**src/rtl/knight_anim_pkg.sv**
```systemverilog
// Shared types for the knight sprite sequencer: states, sprite IDs, status codes, hold counts.
// KNIGHT_LAND_ANIM_EN adds the LAND state; no latency or backpressure applies to a package.
package knight_anim_pkg;

  localparam int unsigned WALK_HOLD = 6;
  localparam int unsigned FALL_HOLD = 16;
  localparam int unsigned LAND_HOLD = 4;
  localparam logic [15:0] SPRITE_WORDS = 16'd3200;

  typedef enum logic [2:0] {
    S_IDLE = 3'd0,
    S_WALK = 3'd1,
    S_JUMP = 3'd2,
`ifdef KNIGHT_LAND_ANIM_EN
    S_FALL = 3'd3,
    S_LAND = 3'd4
`else
    S_FALL = 3'd3
`endif
  } anim_state_t;

  localparam logic [2:0] SPR_IDLE  = 3'd0;
  localparam logic [2:0] SPR_WALK1 = 3'd1;
  localparam logic [2:0] SPR_WALK2 = 3'd2;
  localparam logic [2:0] SPR_WALK3 = 3'd3;
  localparam logic [2:0] SPR_JUMP  = 3'd4;
  localparam logic [2:0] SPR_FALL  = 3'd5;
  localparam logic [2:0] SPR_FALL1 = 3'd6;
  localparam logic [2:0] SPR_LAND  = 3'd7;

  localparam logic [3:0] ST_IDLE = 4'd0;
  localparam logic [3:0] ST_WALK = 4'd1;
  localparam logic [3:0] ST_JUMP = 4'd2;
  localparam logic [3:0] ST_FALL = 4'd3;

  // Unknown status codes (4..15) fall back to idle.
  function automatic anim_state_t status_to_state(input logic [3:0] st);
    case (st)
      ST_WALK: return S_WALK;
      ST_JUMP: return S_JUMP;
      ST_FALL: return S_FALL;
      default: return S_IDLE;
    endcase
  endfunction

  // The 50-px hit box belongs to the upright poses.
  function automatic logic sprite_wide(input logic [2:0] id);
    return (id == SPR_IDLE) || (id == SPR_WALK1) || (id == SPR_WALK2) ||
           (id == SPR_WALK3) || (id == SPR_LAND);
  endfunction

endpackage

```
**src/rtl/knight_anim_sequencer_frame_tick_sync.sv**
```systemverilog
// frame_clk synchroniser + rising-edge detect; tick is one Clk wide, 3 Clk after the edge.
// No backpressure; flops reset high so a frame_clk held high through reset yields no tick.
module frame_tick_sync (
  input  logic Clk,
  input  logic Reset,
  input  logic frame_clk,
  output logic tick
);

  logic sync1_q, sync2_q, prev_q, tick_q;
  logic tick_d;

  always_comb begin
    tick_d = sync2_q & ~prev_q;
  end

  always_ff @(posedge Clk) begin
    if (Reset) begin
      sync1_q <= 1'b1;
      sync2_q <= 1'b1;
      prev_q  <= 1'b1;
      tick_q  <= 1'b0;
    end else begin
      sync1_q <= frame_clk;
      sync2_q <= sync1_q;
      prev_q  <= sync2_q;
      tick_q  <= tick_d;
    end
  end

  assign tick = tick_q;

endmodule

```
**src/rtl/knight_anim_sequencer.sv**
```systemverilog
// Knight sprite frame/mirror sequencer; outputs update 1 Clk after each frame tick, held until the next.
// No backpressure. Define KNIGHT_LAND_ANIM_EN to add the landing frame after a fall.
module knight_anim_sequencer
  import knight_anim_pkg::*;
(
  input  logic        Clk,
  input  logic        Reset,
  input  logic        frame_clk,
  input  logic [3:0]  Player_Status,
  input  logic        Inverse,
  output logic [2:0]  Sprite_ID,
  output logic        Sprite_Mirror,
  output logic [15:0] Sprite_Base,
  output logic        Sprite_Wide,
  output logic        Frame_Start
);

  logic        tick;
  anim_state_t state_q, state_d, req_state, nxt_state;
  logic [7:0]  cnt_q, cnt_d;
  logic [1:0]  idx_q, idx_d;
  logic [2:0]  sprite_id_q, sprite_id_d;
  logic        mirror_q, mirror_d;
  logic [15:0] base_q, base_d;
  logic        wide_q, wide_d;
  logic        frame_start_q;

  frame_tick_sync u_tick (
    .Clk       (Clk),
    .Reset     (Reset),
    .frame_clk (frame_clk),
    .tick      (tick)
  );

  always_comb begin
    state_d     = state_q;
    cnt_d       = cnt_q;
    idx_d       = idx_q;
    sprite_id_d = sprite_id_q;
    mirror_d    = mirror_q;
    base_d      = base_q;
    wide_d      = wide_q;

    req_state = status_to_state(Player_Status);
    nxt_state = req_state;
`ifdef KNIGHT_LAND_ANIM_EN
    // Leaving a fall always lands first; jump/fall requests cut the landing short.
    if (state_q == S_FALL && req_state != S_FALL) begin
      nxt_state = S_LAND;
    end else if (state_q == S_LAND && req_state != S_JUMP && req_state != S_FALL &&
                 cnt_q != 8'(LAND_HOLD - 1)) begin
      nxt_state = S_LAND;
    end
`endif

    if (tick) begin
      state_d  = nxt_state;
      mirror_d = Inverse;
      if (nxt_state != state_q) begin
        cnt_d = 8'd0;
        idx_d = 2'd0;
      end else begin
        case (state_q)
          S_WALK: begin
            if (cnt_q == 8'(WALK_HOLD - 1)) begin
              cnt_d = 8'd0;
              idx_d = (idx_q == 2'd2) ? 2'd0 : idx_q + 2'd1;
            end else begin
              cnt_d = cnt_q + 8'd1;
            end
          end
          S_FALL: begin
            if (cnt_q == 8'(FALL_HOLD - 1)) begin
              cnt_d = 8'd0;
              idx_d = {1'b0, ~idx_q[0]};
            end else begin
              cnt_d = cnt_q + 8'd1;
            end
          end
`ifdef KNIGHT_LAND_ANIM_EN
          S_LAND: cnt_d = cnt_q + 8'd1;
`endif
          default: begin
            cnt_d = 8'd0;
            idx_d = 2'd0;
          end
        endcase
      end

      case (state_d)
        S_WALK:  sprite_id_d = SPR_WALK1 + {1'b0, idx_d};
        S_JUMP:  sprite_id_d = SPR_JUMP;
        S_FALL:  sprite_id_d = idx_d[0] ? SPR_FALL1 : SPR_FALL;
`ifdef KNIGHT_LAND_ANIM_EN
        S_LAND:  sprite_id_d = SPR_LAND;
`endif
        default: sprite_id_d = SPR_IDLE;
      endcase
      base_d = 16'(sprite_id_d) * SPRITE_WORDS;
      wide_d = sprite_wide(sprite_id_d);
    end
  end

  always_ff @(posedge Clk) begin
    if (Reset) begin
      state_q       <= S_IDLE;
      cnt_q         <= 8'd0;
      idx_q         <= 2'd0;
      sprite_id_q   <= SPR_IDLE;
      mirror_q      <= 1'b0;
      base_q        <= 16'd0;
      wide_q        <= 1'b1;
      frame_start_q <= 1'b0;
    end else begin
      state_q       <= state_d;
      cnt_q         <= cnt_d;
      idx_q         <= idx_d;
      sprite_id_q   <= sprite_id_d;
      mirror_q      <= mirror_d;
      base_q        <= base_d;
      wide_q        <= wide_d;
      frame_start_q <= tick;
    end
  end

  assign Sprite_ID     = sprite_id_q;
  assign Sprite_Mirror = mirror_q;
  assign Sprite_Base   = base_q;
  assign Sprite_Wide   = wide_q;
  assign Frame_Start   = frame_start_q;

endmodule

```
**config.mk**
```make
export PLATFORM = sky130hd
export DESIGN_NAME = knight_anim_sequencer
export DESIGN_NICKNAME = d
export VERILOG_FILES = /design/src/rtl/knight_anim_pkg.sv /design/src/rtl/knight_anim_sequencer_frame_tick_sync.sv /design/src/rtl/knight_anim_sequencer.sv
export SDC_FILE = /design/constraint.sdc
export NUM_CORES = 1
export LEC_CHECK = 0
export BUFFER_PORTS_ARGS = -buffer_cell sky130_fd_sc_hd__buf_2
export CORE_MARGIN = 4
export CORE_UTILIZATION = 48
export DETAILED_ROUTE_END_ITERATION = 10
export PLACE_DENSITY_LB_ADDON = 0.3
export SLEW_MARGIN = 20
export SYNTH_ARGS = -nofsm -noshare
export SYNTH_HDL_FRONTEND = slang
export SYNTH_SLANG_ARGS = --single-unit
export TNS_END_PERCENT = 1
```
**constraint.sdc**
```tcl
create_clock -name Clk -period 2.9 [get_ports Clk]
set_input_delay 0.145 -clock Clk [delete_from_list [all_inputs] [get_ports Clk]]
set_output_delay 0.145 -clock Clk [all_outputs]
set_load 0.02 [all_outputs]
```
* After elaboration in Yosys (flattened, before gate mapping)
Cells that the tools add are included.
** Storage, ports and cells
- Input port bits :: 8
- Bits in registers :: 31
- Word-level logic and storage cells :: 54
- Output and inout bits :: 22
** Operators by class
- $mul :: 1
- Reduce and logical (&&, ||, !) cells :: 5
- Muxes and demuxes :: 14
- Eq/ne operators :: 16
- Add/subtract/negate cells :: 3
- Bitwise logic cells :: 3
** Operator list (count)
- $mux 8 :: 3
- $pmux 8 s2 :: 1
- $eq 3x2->1 const B :: 5
- $mux 2 :: 6
- $eq 3x1->1 const B :: 3
- $pmux 3 s3 :: 1
- $add 8x1->8 const B :: 1
- $eq 4x2->1 const B :: 2
- $eq 8x3->1 const B :: 1
- $eq 8x4->1 const B :: 1
- $mul 3x5->8 const B :: 1
- $pmux 2 s3 :: 1
- $eq 4x1->1 const B :: 1
- $logic_or 1x1->1 :: 4
- $pmux 2 s2 :: 1
- $add 1x2->3 const A :: 1
- $eq 3x3->1 const B :: 1
- $logic_not 3->1 :: 1
- $mux 3 :: 1
- $ne 3x3->1 :: 1
- $add 2x1->2 const B :: 1
- $eq 2x2->1 const B :: 1
- $not 1->1 :: 2
- $and 1x1->1 :: 1

* Logic depth before layout (Yosys ltp)
- Depth after elaboration :: 14
- Gate-level depth with buffers :: 14
- Depth with buffers taken out :: 14

* By module
Synthesis repeated with hierarchy kept, for this count alone.
** Second synthesis, totals
- Cells, all modules :: 153
- Area total of the unflattened synthesis :: 1381.3 sq um
** By module, submodules not included
- knight_anim_sequencer :: area each 1275.0 sq um, sequential area each 440.4 sq um, instances 1, cells each 145
- frame_tick_sync :: area each 106.4 sq um, sequential area each 80.1 sq um, instances 1, cells each 8

* Least setup slack after synthesis
No wires, ideal clock.
- Kind :: flip-flop to flip-flop
- Start :: register cnt_q[7]
- End :: register base_q[12] (netlist: Sprite_Base[12])
- Library setup time :: 0.128 ns
- Path slack :: 0.151 ns
- Buffers on the path :: 0
- Stages on the path, launching flop included :: 13
- Period minus slack after synthesis :: 2.749 ns
- Arrival :: 2.621 ns
- Required time :: 2.772 ns
- Path through :: dfxtp_1 > nor4_4 > and4b_4 > mux2_4 > a21oi_4 > ha_1 > a21oi_1 > nor3_1 > ha_1 > inv_1 > ha_1 > mux2i_1 > nor2_1
** Between the ends
- Word-level cells in the longest chain between the ends :: 9
- Elaborated cells on any way between the ends :: 12
- Classes of those cells :: 1 x add/sub; 1 x mul; 2 x eq/ne; 8 x mux
** RTL lines
- from (decl) :: line knight_anim_sequencer.sv:20 : logic [7:0] cnt_q, cnt_d;
- from (signal assigned) :: line knight_anim_sequencer.sv:116 : cnt_q <= cnt_d;
- $eq 8x4->1 / $eq 8x3->1 (equally long branches) :: line knight_anim_sequencer.sv:73, knight_anim_sequencer.sv:65
- $mux 2, on equally long branches :: line knight_anim_sequencer.sv:73, knight_anim_sequencer.sv:65
- $pmux 2 s2 * :: line knight_anim_sequencer.sv:63 : case (state_q)
- $mux 2 * :: line knight_anim_sequencer.sv:59 : if (nxt_state != state_q) begin
- $mux 2 * :: line knight_anim_sequencer.sv:56 : if (tick) begin
- $add 1x2->3 / $mux 2 (equally long branches) :: line knight_anim_sequencer.sv:91, knight_anim_sequencer.sv:93
- $pmux 3 s3 * :: line knight_anim_sequencer.sv:90 : case (state_d)
- $mux 3 * :: line knight_anim_sequencer.sv:56
- $mul 3x5->8 * :: line knight_anim_sequencer.sv:99 : base_d = 16'(sprite_id_d) * SPRITE_WORDS;
- to (signal assigned) :: line knight_anim_sequencer.sv:120 : base_q <= base_d;
- to (decl) :: line knight_anim_sequencer.sv:24 : logic [15:0] base_q, base_d;
Every way passes the cells marked *; elsewhere a longest branch is shown, timed or not. The select of a mux whose other input is x is not followed.
A chain may end at the register's enable or synchronous reset.

* Worst setup path in the final report
Ends and elaborated chain as after synthesis.

==> impl_metrics.ini <==
[timing]
final-setup-viol-count = 0
rsz0062_at_grt = yes
max_freq_mhz = 354
setup_ws_ns = 0.0764
fin_skew_ns = 0.00175
slew_viol_final = 0
hold_viol_final = 0
period_needed_ns = 2.82
setup_tns_ns = 0
post-route-period-util = 0.974

[critical_path]
path_buf_inv = 1
slowest_delay_ns = 0.37
cp_common_cell = ha_4
path_depth = 12
crit_type = flip-flop to flip-flop
crit_family = simple AND/OR/NAND/NOR gates
timing.rr.start = cnt_q[7]
path_cells = nor4_4, and4b_4, mux2_4, a21oi_4, ha_4, o21a_1, o21ai_1, ha_1, inv_2, ha_4, mux2i_1, nor2_1
cp_data_arrival_time_ns = 3.05
crit_path_start = cnt_q[7]
endpoint = Sprite_Base[12]
reg2regPathDepth = 12
endpoint_kind = flip-flop
worst-path-max-fanout = 4
r2r_end = Sprite_Base[12]
start_kind = flip-flop
critical_path_required_ns = 3.13
rrSetupSlack_ns = 0.08
critical_path.slowest_cell = dfxtp_2

[route]
drt-wirelength-per-cell_um = 13.9
first_pass_iters = 4
ant_nets = 0
vias_per_cell = 5.34
drc = 0
via_count = 1126
wirelength_um = 2940
drt-initial-drc-count = 34

[finish]
num_antenna_cells = 0
multi_input_area_sq_um = 816
layout-drive-gt1-share = 0.328
register_area_sq_um = 528
area_growth_pct = 19.7
fillers = 236
layout.nets = 196

[synth]
yosys-top-cells-count = dfxtp_1, nor2_1, buf_4
synth.cell_area_sq_um = 1390
yosys.area.top_type_share = 0.375
seq_area_frac_synth = 0.375
synth_edf_count = 0
synth.area.top_cells = dfxtp_1, buf_4, ha_1, nor2_1, mux2i_1
yosysWarnings = 0
ys_seq_elements = 26
synthCells = 151
yosys.area.top_type = dfxtp_1
synthArstFlopShare = 0
synth_cell_types = 41
syn_avg_cell_area_sq_um = 9.18
synth-main-ff-cell = dfxtp_1
synth_most_common_cell = dfxtp_1

[placement]
io_buffers = 21
place_ws_ns = 0.0475
gp_congestion = 0.785
post-dp-hpwl_um = 2020

[die]
initial_utilization = 0.503
row_count = 19
core_area_sq_um = 2760
die_y_um = 61.7
fp.dieArea_sq_um = 3810
pin_count = 30
die_w_um = 61.7

[status]
status = complete, no violations

[hold_path]
hold_class = primary input to flip-flop

[power]
power_density_nw_per_um2 = 397
power.total_w = 0.000659
ir_worst_vdd_uv = 313
p_leak_nw = 0.683

[clock_network]
cts_sinks = 26
cts-buffers-inserted = 3
root_buffer = clkbuf_4
clk_pin_slew_ns = 0.14
cts_buffer_depth = 2
insertion_delay_ns = 0.33
htree_levels = 1
tritoncts = done

[global_routing]
grt-ovfl-total = 0
track_usage = 0.160
grt_max_degree = 23
antenna_found_initial = 0
grt_pass1_vias = 1058
grt_first_pass_wirelength_um = 4520

[flow_run]
maxCapViolCount = 0
-- metrics by stage --
stage | cell area (sq um) | hold WS, ns | std cells | utilization
4_1_cts | 1540 | 0.0405 | 203 | 0.559
3_3_place_gp | 1480 | 0.322 | 198 | 0.537
6_report | 1660 | 0.0471 | 211 | 0.602
2_1_floorplan | 1410 | 0.242 | 158 | -
5_1_grt | 1660 | 0.0947 | 211 | 0.602
3_5_place_dp | 1480 | 0.331 | 198 | 0.537
-- placed cells by master (no fill, tap or decap), types with 2 or more instances in the layout --
cell	netlist	routed
inv_2	1	2
mux2i_1	6	6
a211oi_1	2	2
ha_4	0	2
nor2_1	20	20
a31o_1	2	2
nor3b_1	4	4
buf_2	1	21
nand3_1	4	4
conb_1	1	8
o21a_1	2	2
dfxtp_1	26	22
a21oi_1	6	5
dfxtp_2	0	3
nand3b_1	4	4
xor2_1	2	2
nand4_1	3	3
or2_1	3	3
nand2_1	10	10
inv_1	4	3
o21ai_1	3	3
ha_1	7	2
and3_1	4	4
clkbuf_4	0	3
xnor2_1	5	4
ha_2	0	3
buf_4	12	12
-- how the worst min path moves through the flow --
stage / from / end / slack, ns / cells past startpoint
after detailed placement: frame_clk / u_tick.sync1_q / 0.33 / 2
after global placement: frame_clk / u_tick.sync1_q / 0.32 / 2
final: Inverse / Sprite_Mirror / 0.05 / 3
after floorplan: frame_clk / u_tick.sync1_q / 0.24 / 1
after global routing: Inverse / Sprite_Mirror / 0.09 / 3
after CTS: Inverse / Sprite_Mirror / 0.04 / 3
-- worst register-to-register path, cell delays in order (launching register included) --
cell	delay (ns)
dfxtp_2	0.37
nor4_4	0.31
and4b_4	0.31
mux2_4	0.32
a21oi_4	0.17
ha_4	0.22
o21a_1	0.22
o21ai_1	0.09
ha_1	0.25
inv_2	0.07
ha_4	0.19
mux2i_1	0.15
nor2_1	0.05
-- report_power, final --
group	total (W)	internal [W]	switching (W)
Sequential	0.000361	0.000359	0.00000190
Clock	0.000252	0.000140	0.000112
Combinational	0.0000455	0.0000161	0.0000294
Total	0.000659	0.000515	0.000144
-- metal layers --
metal	GRT usage	share of wire	vias to the layer above
li1	-	-	557
met1	0.189	0.42	528
met2	0.274	0.52	31
met3	0.0372	0.037	10
met4	0.0758	0.025	0
met5	0	0	-
-- cell type report --
class,count,area share
clock inverter,1,0.0181
inverter,5,0.0113
tap,31,0.0234
multi-input combinational,111,0.492
sequential,26,0.318
clock buffer,3,0.0136
timing repair buffer,34,0.124
-- kinds of logic after synthesis --
| family | count (synthesis) | share of synthesized area |
|---|---|---|
| flops | 26 | 0.375 |
| buf+inv | 21 | 0.0902 |
| mux | 9 | 0.0785 |
| other cells | 1 | 0.00270 |
| xor+xnor | 7 | 0.0442 |
| simple gates | 60 | 0.242 |
| compound gates | 20 | 0.104 |
| fa+ha+maj | 7 | 0.0632 |
-- repair_timing --
item / in CTS / in global routing
endpoints found under the hold margin: 1 / 0
setup buffers: 0 / 8
hold buffers: 1 / 0
endpoints found under the setup margin: 0 / 2
gates resized for setup: 0 / 15
-- sequential cells by signal, indices dropped and copies added (netlist names) --
signal and count:
u_tick.prev_q 1, u_tick.sync2_q 1, Sprite_ID 2, cnt_q 8, u_tick.tick 1, Sprite_Wide 1
Sprite_Mirror 1, Frame_Start 1, idx_q 2, Sprite_Base 5, state_q 2, u_tick.sync1_q 1
No activity file was read; power rests on OpenSTA's default activity.
